`src/rtl/iterative_multiplier.sv`:
```
// Sequential 32x32 shift-and-add multiplier, one multiplier bit per cycle, fixed 33-cycle latency.
// Define MULT_SIGNED_EN for two's-complement operands; the default build is unsigned.
module iterative_multiplier (
   input  logic        clk,
   input  logic        rst_n,
   input  logic        start,
   input  logic [31:0] a,
   input  logic [31:0] b,
   output logic        ready,
   output logic        done,
   output logic [63:0] product,
   output logic        overflow
);

   localparam int DATA_W = 32;
   localparam int PROD_W = 2 * DATA_W;

   typedef enum logic [1:0] {
      IDLE = 2'd0,
      BUSY = 2'd1,
      DONE = 2'd2
   } state_t;

   state_t              state_q, state_d;
   logic [4:0]          cnt_q, cnt_d;
   logic [PROD_W-1:0]   acc_q, acc_d;
   logic [PROD_W-1:0]   mcand_q, mcand_d;
   logic [DATA_W-1:0]   mplier_q, mplier_d;
   logic [PROD_W-1:0]   product_q, product_d;
   logic                ovf_q, ovf_d;
   logic [PROD_W-1:0]   acc_sum;
   logic [PROD_W-1:0]   result;

`ifdef MULT_SIGNED_EN
   logic                neg_q, neg_d;
   logic signed [DATA_W-1:0] a_s, b_s;

   assign a_s = signed'(a);
   assign b_s = signed'(b);

   function automatic logic [DATA_W-1:0] magnitude(input logic signed [DATA_W-1:0] v);
      return v[DATA_W-1] ? (DATA_W'(~v) + DATA_W'(1)) : DATA_W'(v);
   endfunction

   function automatic logic [PROD_W-1:0] apply_sign(input logic [PROD_W-1:0] v, input logic neg);
      return neg ? (~v + PROD_W'(1)) : v;
   endfunction

   function automatic logic calc_ovf(input logic [PROD_W-1:0] p);
      return p[PROD_W-1:DATA_W] != {DATA_W{p[DATA_W-1]}};
   endfunction
`else
   function automatic logic calc_ovf(input logic [PROD_W-1:0] p);
      return p[PROD_W-1:DATA_W] != '0;
   endfunction
`endif

   always_comb begin
      state_d   = state_q;
      cnt_d     = cnt_q;
      acc_d     = acc_q;
      mcand_d   = mcand_q;
      mplier_d  = mplier_q;
      product_d = product_q;
      ovf_d     = ovf_q;
`ifdef MULT_SIGNED_EN
      neg_d     = neg_q;
`endif
      // Full-width add; the multiplicand has already been shifted into place.
      acc_sum   = acc_q + (mplier_q[0] ? mcand_q : '0);
`ifdef MULT_SIGNED_EN
      result    = apply_sign(acc_sum, neg_q);
`else
      result    = acc_sum;
`endif

      case (state_q)
         IDLE: begin
            if (start) begin
               state_d = BUSY;
               cnt_d   = '0;
               acc_d   = '0;
`ifdef MULT_SIGNED_EN
               mcand_d  = {{DATA_W{1'b0}}, magnitude(a_s)};
               mplier_d = magnitude(b_s);
               neg_d    = a_s[DATA_W-1] ^ b_s[DATA_W-1];
`else
               mcand_d  = {{DATA_W{1'b0}}, a};
               mplier_d = b;
`endif
            end
         end
         BUSY: begin
            acc_d    = acc_sum;
            mcand_d  = mcand_q << 1;
            mplier_d = mplier_q >> 1;
            cnt_d    = cnt_q + 5'd1;
            if (cnt_q == 5'd31) begin
               state_d   = DONE;
               product_d = result;
               ovf_d     = calc_ovf(result);
            end
         end
         DONE: begin
            state_d = IDLE;
         end
         default: begin
            state_d = IDLE;
         end
      endcase
   end

   always_ff @(posedge clk or negedge rst_n) begin
      if (!rst_n) begin
         state_q   <= IDLE;
         cnt_q     <= '0;
         acc_q     <= '0;
         mcand_q   <= '0;
         mplier_q  <= '0;
         product_q <= '0;
         ovf_q     <= 1'b0;
`ifdef MULT_SIGNED_EN
         neg_q     <= 1'b0;
`endif
      end else begin
         state_q   <= state_d;
         cnt_q     <= cnt_d;
         acc_q     <= acc_d;
         mcand_q   <= mcand_d;
         mplier_q  <= mplier_d;
         product_q <= product_d;
         ovf_q     <= ovf_d;
`ifdef MULT_SIGNED_EN
         neg_q     <= neg_d;
`endif
      end
   end

   assign ready    = (state_q == IDLE);
   assign done     = (state_q == DONE);
   assign product  = product_q;
   assign overflow = ovf_q;

endmodule
```
`config.mk`:
```
export PLATFORM = sky130hd
export DESIGN_NAME = iterative_multiplier
export DESIGN_NICKNAME = d
export VERILOG_FILES = /design/src/rtl/iterative_multiplier.sv
export SDC_FILE = /design/constraint.sdc
export NUM_CORES = 1
export LEC_CHECK = 0
export CORE_MARGIN = 2
export CORE_UTILIZATION = 40
export CTS_BUF_LIST = sky130_fd_sc_hd__clkbuf_4 sky130_fd_sc_hd__clkbuf_8 sky130_fd_sc_hd__clkbuf_16
export CTS_CLUSTER_DIAMETER = 40
export DETAILED_ROUTE_END_ITERATION = 7
export HOLD_SLACK_MARGIN = 0.02
export RECOVER_POWER = 100
export SLEW_MARGIN = 20
export SYNTH_ARGS = -nofsm -noshare
export SYNTH_HDL_FRONTEND = slang
export SYNTH_SLANG_ARGS = --single-unit
```
`constraint.sdc`:
```
create_clock -name clk -period 3.2 [get_ports clk]
set_input_delay 0.32 -clock clk [delete_from_list [all_inputs] [get_ports clk]]
set_output_delay 0.32 -clock clk [all_outputs]
set_load 0.1 [all_outputs]
```
# After elaboration in Yosys (flattened, before gate mapping)

Index checks and enable logic that the tools add are counted.

Add/subtract/negate cells: 2
Eq/ne operators: 5
Muxes and demuxes: 12
Reductions and logical operators: 6

Operators by type and width:

| kind                                          | count |
|---|---|
| one-hot mux 64 bit (2 select lines)           | 2 |
| 2-to-1 mux 64 bit                             | 3 |
| adder 64 bit                                  | 1 |
| one-hot mux 32 bit (2 select lines)           | 1 |
| 2-to-1 mux 32 bit                             | 1 |
| nonzero test 32 bit                           | 1 |
| one-hot mux 5 bit (2 select lines)            | 1 |
| AND reduction 2 bit                           | 3 |
| adder 5 x 1 -> 5 bit, second input constant   | 1 |
| == test 5 bit, second input constant          | 1 |
| 2-to-1 mux 5 bit                              | 1 |
| 2-to-1 mux 2 bit                              | 2 |
| != test 2 bit, second input constant          | 2 |
| one-hot mux 2 bit (2 select lines)            | 1 |
| == test 2 x 1 -> 1 bit, second input constant | 1 |
| == test 2 bit, second input constant          | 1 |
| zero test 2 bit                               | 1 |
| nonzero test 2 bit                            | 1 |

Bits in registers: 232
Input bits: 67
Output and inout port bits: 67
Logic and storage cells: 32

# Longest topological paths before layout

Gate-level depths: netlist of the first run.

Depth in word-level cells: 3
Mapped depth: 16
Gate-level depth less buffers: 15

# Least setup slack after synthesis of the first run

No wires, ideal clock.

Path kind: register -> register
Start: register mplier_q[0]
End: register ovf_q, in the netlist overflow
Library setup time: 125 ps
Data arrival time: 3394 ps
Data required time: 3075 ps
Path slack: -319 ps
Cell stages (with the launch flop): 16
Path buffers: 2
Clock period less this slack: 3519 ps
Path through: dfrtp_1 clkbuf_1 clkbuf_1 nand2_1 fa_1 nand2b_1 a21oi_1 o21ai_4 a2111oi_0 nor2_1 o21ai_0 xnor2_1 and4_1 nand4_1 nor4_1 nor2_1

Cells in the longest elaborated chain, start to end: 3

RTL lines:

| item                   | RTL line | RTL |
|---|---|---|
| start, declared        | 28       | `logic [DATA_W-1:0] mplier_q, mplier_d;` |
| start signal, assigned | 130      | `mplier_q <= mplier_d;` |
| 2-to-1 mux 64 bit      | 70       | `acc_sum = acc_q + (mplier_q[0] ? mcand_q : '0);` |
| adder 64 bit           | 70       |  |
| nonzero test 32 bit    | 54       | `return p[PROD_W-1:DATA_W] != '0;` |
| end signal, assigned   | 132      | `ovf_q <= ovf_d;` |
| end, declared          | 30       | `logic ovf_q, ovf_d;` |

Every way passes these cells.
A chain may end at the register's enable or synchronous reset.

# Worst setup path in the final report of the first run

Same ends and word-level chain as after synthesis.

==> qor.yml, run 1 <==
status: "complete, but fails checks"
violations: "max-capacitance violations, max-slew violations, negative setup slack"
whs_ns: 0.3748
routed_wl_mm: 47.21
timing.final.crit_period_ns: 3.659
dieArea_sq_um: 37210
max_freq_ghz: 0.2733
cap_violations: 3
relSlewSlack: -0.2999
irDropWorstVdd_mv: 0.7570
ant_nets: 0
core_area_sq_um: 35400
dr.pass1.iters: 5
grt_pass1_vias: 13930
rsz0062_at_grt: "yes"
clock_power_share: 0.212
timing_hold_violations_final: 0
skew_ns: 0.02503
cp-start-kind: "register"
syn_inst: 1605
grt_start_max_net_pins: 103
grt_usage: 0.2546
cts.sinks: 232
arrival_ns: 4.09
seqPwrFrac: 0.234
synth_edf_count: 0
power_switching_uw: 9230
cts_made_buffers: 38
tightestPinTransition_ns: 1.950
layout-drive-gt1-share: 0.3160
portBuffers: 133
ys_warn_count: 0
floorplan.initialDensity: 0.4033
place_area_sq_um: 18630
fin_setup_tns_ns: -3.250
avgSynthCellArea_sq_um: 8.894
rows: 69
hpwl_mm: 33.99
clkTransAtPathRegs_ns: 0.05
antenna_found_initial: 0
nNetsFinal: 2200
worstPathMaxFanout: 4
fin_crit_sh: 1.143
fin_util: 0.5965
synth-main-ff-cell: "dfrtp_1"
swShare: 0.4400
gp_congestion: 0.9401
syn_to_final_growth_pct: 47.92
cts_tree: "built"
ys_types: 78
crit_required_ns: 3.64
layout_common_cells: "buf_4 (381), dfrtp_1 (230), nand2_1 (177), o21ai_0 (150), a21oi_1 (130)"
wl_per_cell_um: 18.47
ys_ff_latch: 232
hp-class: "input pin to register"
path_class: "register to register"
setup_slack_ns: -0.4591
h-tree-depth: 2
p_leak_uw: 0.009739
fin_total_pwr_uw: 20980
p_comb_frac: 0.555
p_per_area_nw_per_um2: 993.4
grt_first_pass_wirelength_mm: 74.55
p_int_uw: 11750
async_flop_share: 1.000
fin_area_sq_um: 21120
viasPerCell: 5.469
grt_overflow: 0
setup_viol: 23
die-height_um: 192.9
initialDrtViolationCount: 861
synth.yosys.seq_area_share: 0.4067
die_x_um: 192.9
syn_area_sq_um: 14270
ios: 134
vias: 13980
layout_commonest_cell: "buf_4"
clk_latency_ns: 0.56
slew_viol_final: 175
root_buffer: "clkbuf_16"
n_antenna_cell: 0
drc_errors: 0
cts_buffer_depth: 3
synthesis.nets: 1738
endpoint_kind: "register"
[metrics by stage]
step                      cells  worst slack [ns]
after CTS                  2543           -0.4624
after detailed placement   2460           -0.6605
after global routing       2556           -0.6297
after floorplan            1605          -0.09610
final                      2556           -0.4591
after global placement     2460           -0.6104
[power by group through the flow]
stage,logic [uW],clock network (uW),registers (uW)
floorplan,4240,0,6950
global placement,10700,0,4850
detailed placement,10900,0,4860
CTS,11300,4520,4880
global route,12500,4670,5060
finish,11600,4440,4910
[synthesized netlist by cell type (6+ instances only)]
| cell | n | share of area |
|---|---|---|
| mux2_2 | 23 | 0.018 |
| a21oi_1 | 157 | 0.055 |
| nor3_1 | 23 | 0.0081 |
| and3_1 | 6 | 0.0026 |
| dfrtp_1 | 232 | 0.41 |
| ha_1 | 65 | 0.057 |
| nor2_1 | 58 | 0.015 |
| a22oi_1 | 62 | 0.033 |
| nand2_1 | 186 | 0.049 |
| nand3_1 | 16 | 0.0056 |
| xnor2_1 | 27 | 0.017 |
| nor2b_1 | 72 | 0.032 |
| and2_1 | 65 | 0.028 |
| o21ai_0 | 180 | 0.063 |
| o21a_1 | 9 | 0.0047 |
| buf_1 | 6 | 0.0016 |
| a31oi_1 | 6 | 0.0026 |
| inv_1 | 17 | 0.0045 |
| clkbuf_1 | 84 | 0.022 |
| xor2_1 | 26 | 0.016 |
| nand2b_1 | 11 | 0.0048 |
| a211oi_1 | 10 | 0.0053 |
| o211ai_1 | 9 | 0.0047 |
| o21bai_1 | 9 | 0.0047 |
| nand4_1 | 32 | 0.014 |
| a21o_1 | 20 | 0.011 |
| o21ai_1 | 6 | 0.0021 |
| buf_2 | 12 | 0.0042 |
| a21boi_0 | 9 | 0.0047 |
| a22o_1 | 69 | 0.042 |
[what timing repair did]
action,in CTS,in global routing
pin swaps,16,30
buffers inserted,14,13
endpoints found under the setup margin,60,70
gates resized for setup,79,132
hold endpoints to repair,71,0
hold buffers,1,0
[critical path, cell delays in order, from the launching register on]
cell and delay [ns]:
dfrtp_2 0.45, buf_4 0.15, buf_6 0.10, and2_4 0.13, ha_4 0.16, inv_2 0.05, fa_2 0.19, nand2b_4 0.14
a21oi_4 0.07, o21ai_4 0.18, buf_6 0.14, nand2_2 0.05, a2111o_1 0.44, a2111o_1 0.42, a21o_1 0.19, a211oi_2 0.25
nand4_1 0.16, nor4_1 0.20, nor2_1 0.06
[sequential cells by signal (all words and copies together) (netlist names)]
| name | cells |
|---|---|
| state_q | 2 |
| cnt_q | 5 |
| overflow | 1 |
| acc_q | 64 |
| mplier_q | 32 |
| product | 64 |
| mcand_q | 64 |
[layer usage]
metal  GRT usage  routed length, um  up-vias
li1            -                  -     6764
met1      0.3519              21540     6781
met2      0.3962              21830      351
met3     0.04128               2252       82
met4      0.1072               1591        0
met5           0                  0        -
[cell type report]
type / instances / area, sq um
repair buffers: 533 / 4317
flip-flops and latches: 232 / 5808
clock buffers: 44 / 1015
inverters: 18 / 67.56
multi-input cells: 1244 / 8964
clock inverters: 24 / 367.9
fillers: 3133 / 14280
well taps: 461 / 576.8
[kinds of logic (layout without fill, tap and decap cells)]
| kind of cell | count (synthesis) | count (layout) | share of synthesized area |
|---|---|---|---|
| AOI/OAI and AO/OA | 593 | 593 | 0.2643 |
| and+or+nand+nor | 506 | 506 | 0.1799 |
| DFF | 232 | 232 | 0.4067 |
| buffers and inverters | 129 | 619 | 0.03795 |
| adders and majority gates | 66 | 66 | 0.05838 |
| xor gates and xnor gates | 53 | 53 | 0.03252 |
| muxes | 26 | 26 | 0.02025 |
[worst paths after layout]
kind                             startpoint          end  slack (ns)  cells past startpoint
worst max-delay path            mplier_q[0]     overflow       -0.46                     18
worst min-delay path                   a[9]   mcand_q[9]        0.37                      3
worst max register to register  mplier_q[0]     overflow       -0.46                     18
worst min register to register  product[29]  product[29]        0.47                      2
max in group asynchronous             rst_n  mplier_q[0]        0.31                      3
min in group asynchronous             rst_n  product[37]        0.86                      2
No activity file was read; power rests on OpenSTA's default activity.
==> inputs of run 2 (changes only) <==
- CAP_MARGIN: not set -> 20
==> results of run 2 <==
Final layout, timing and power as in run 1 (identical DEF).
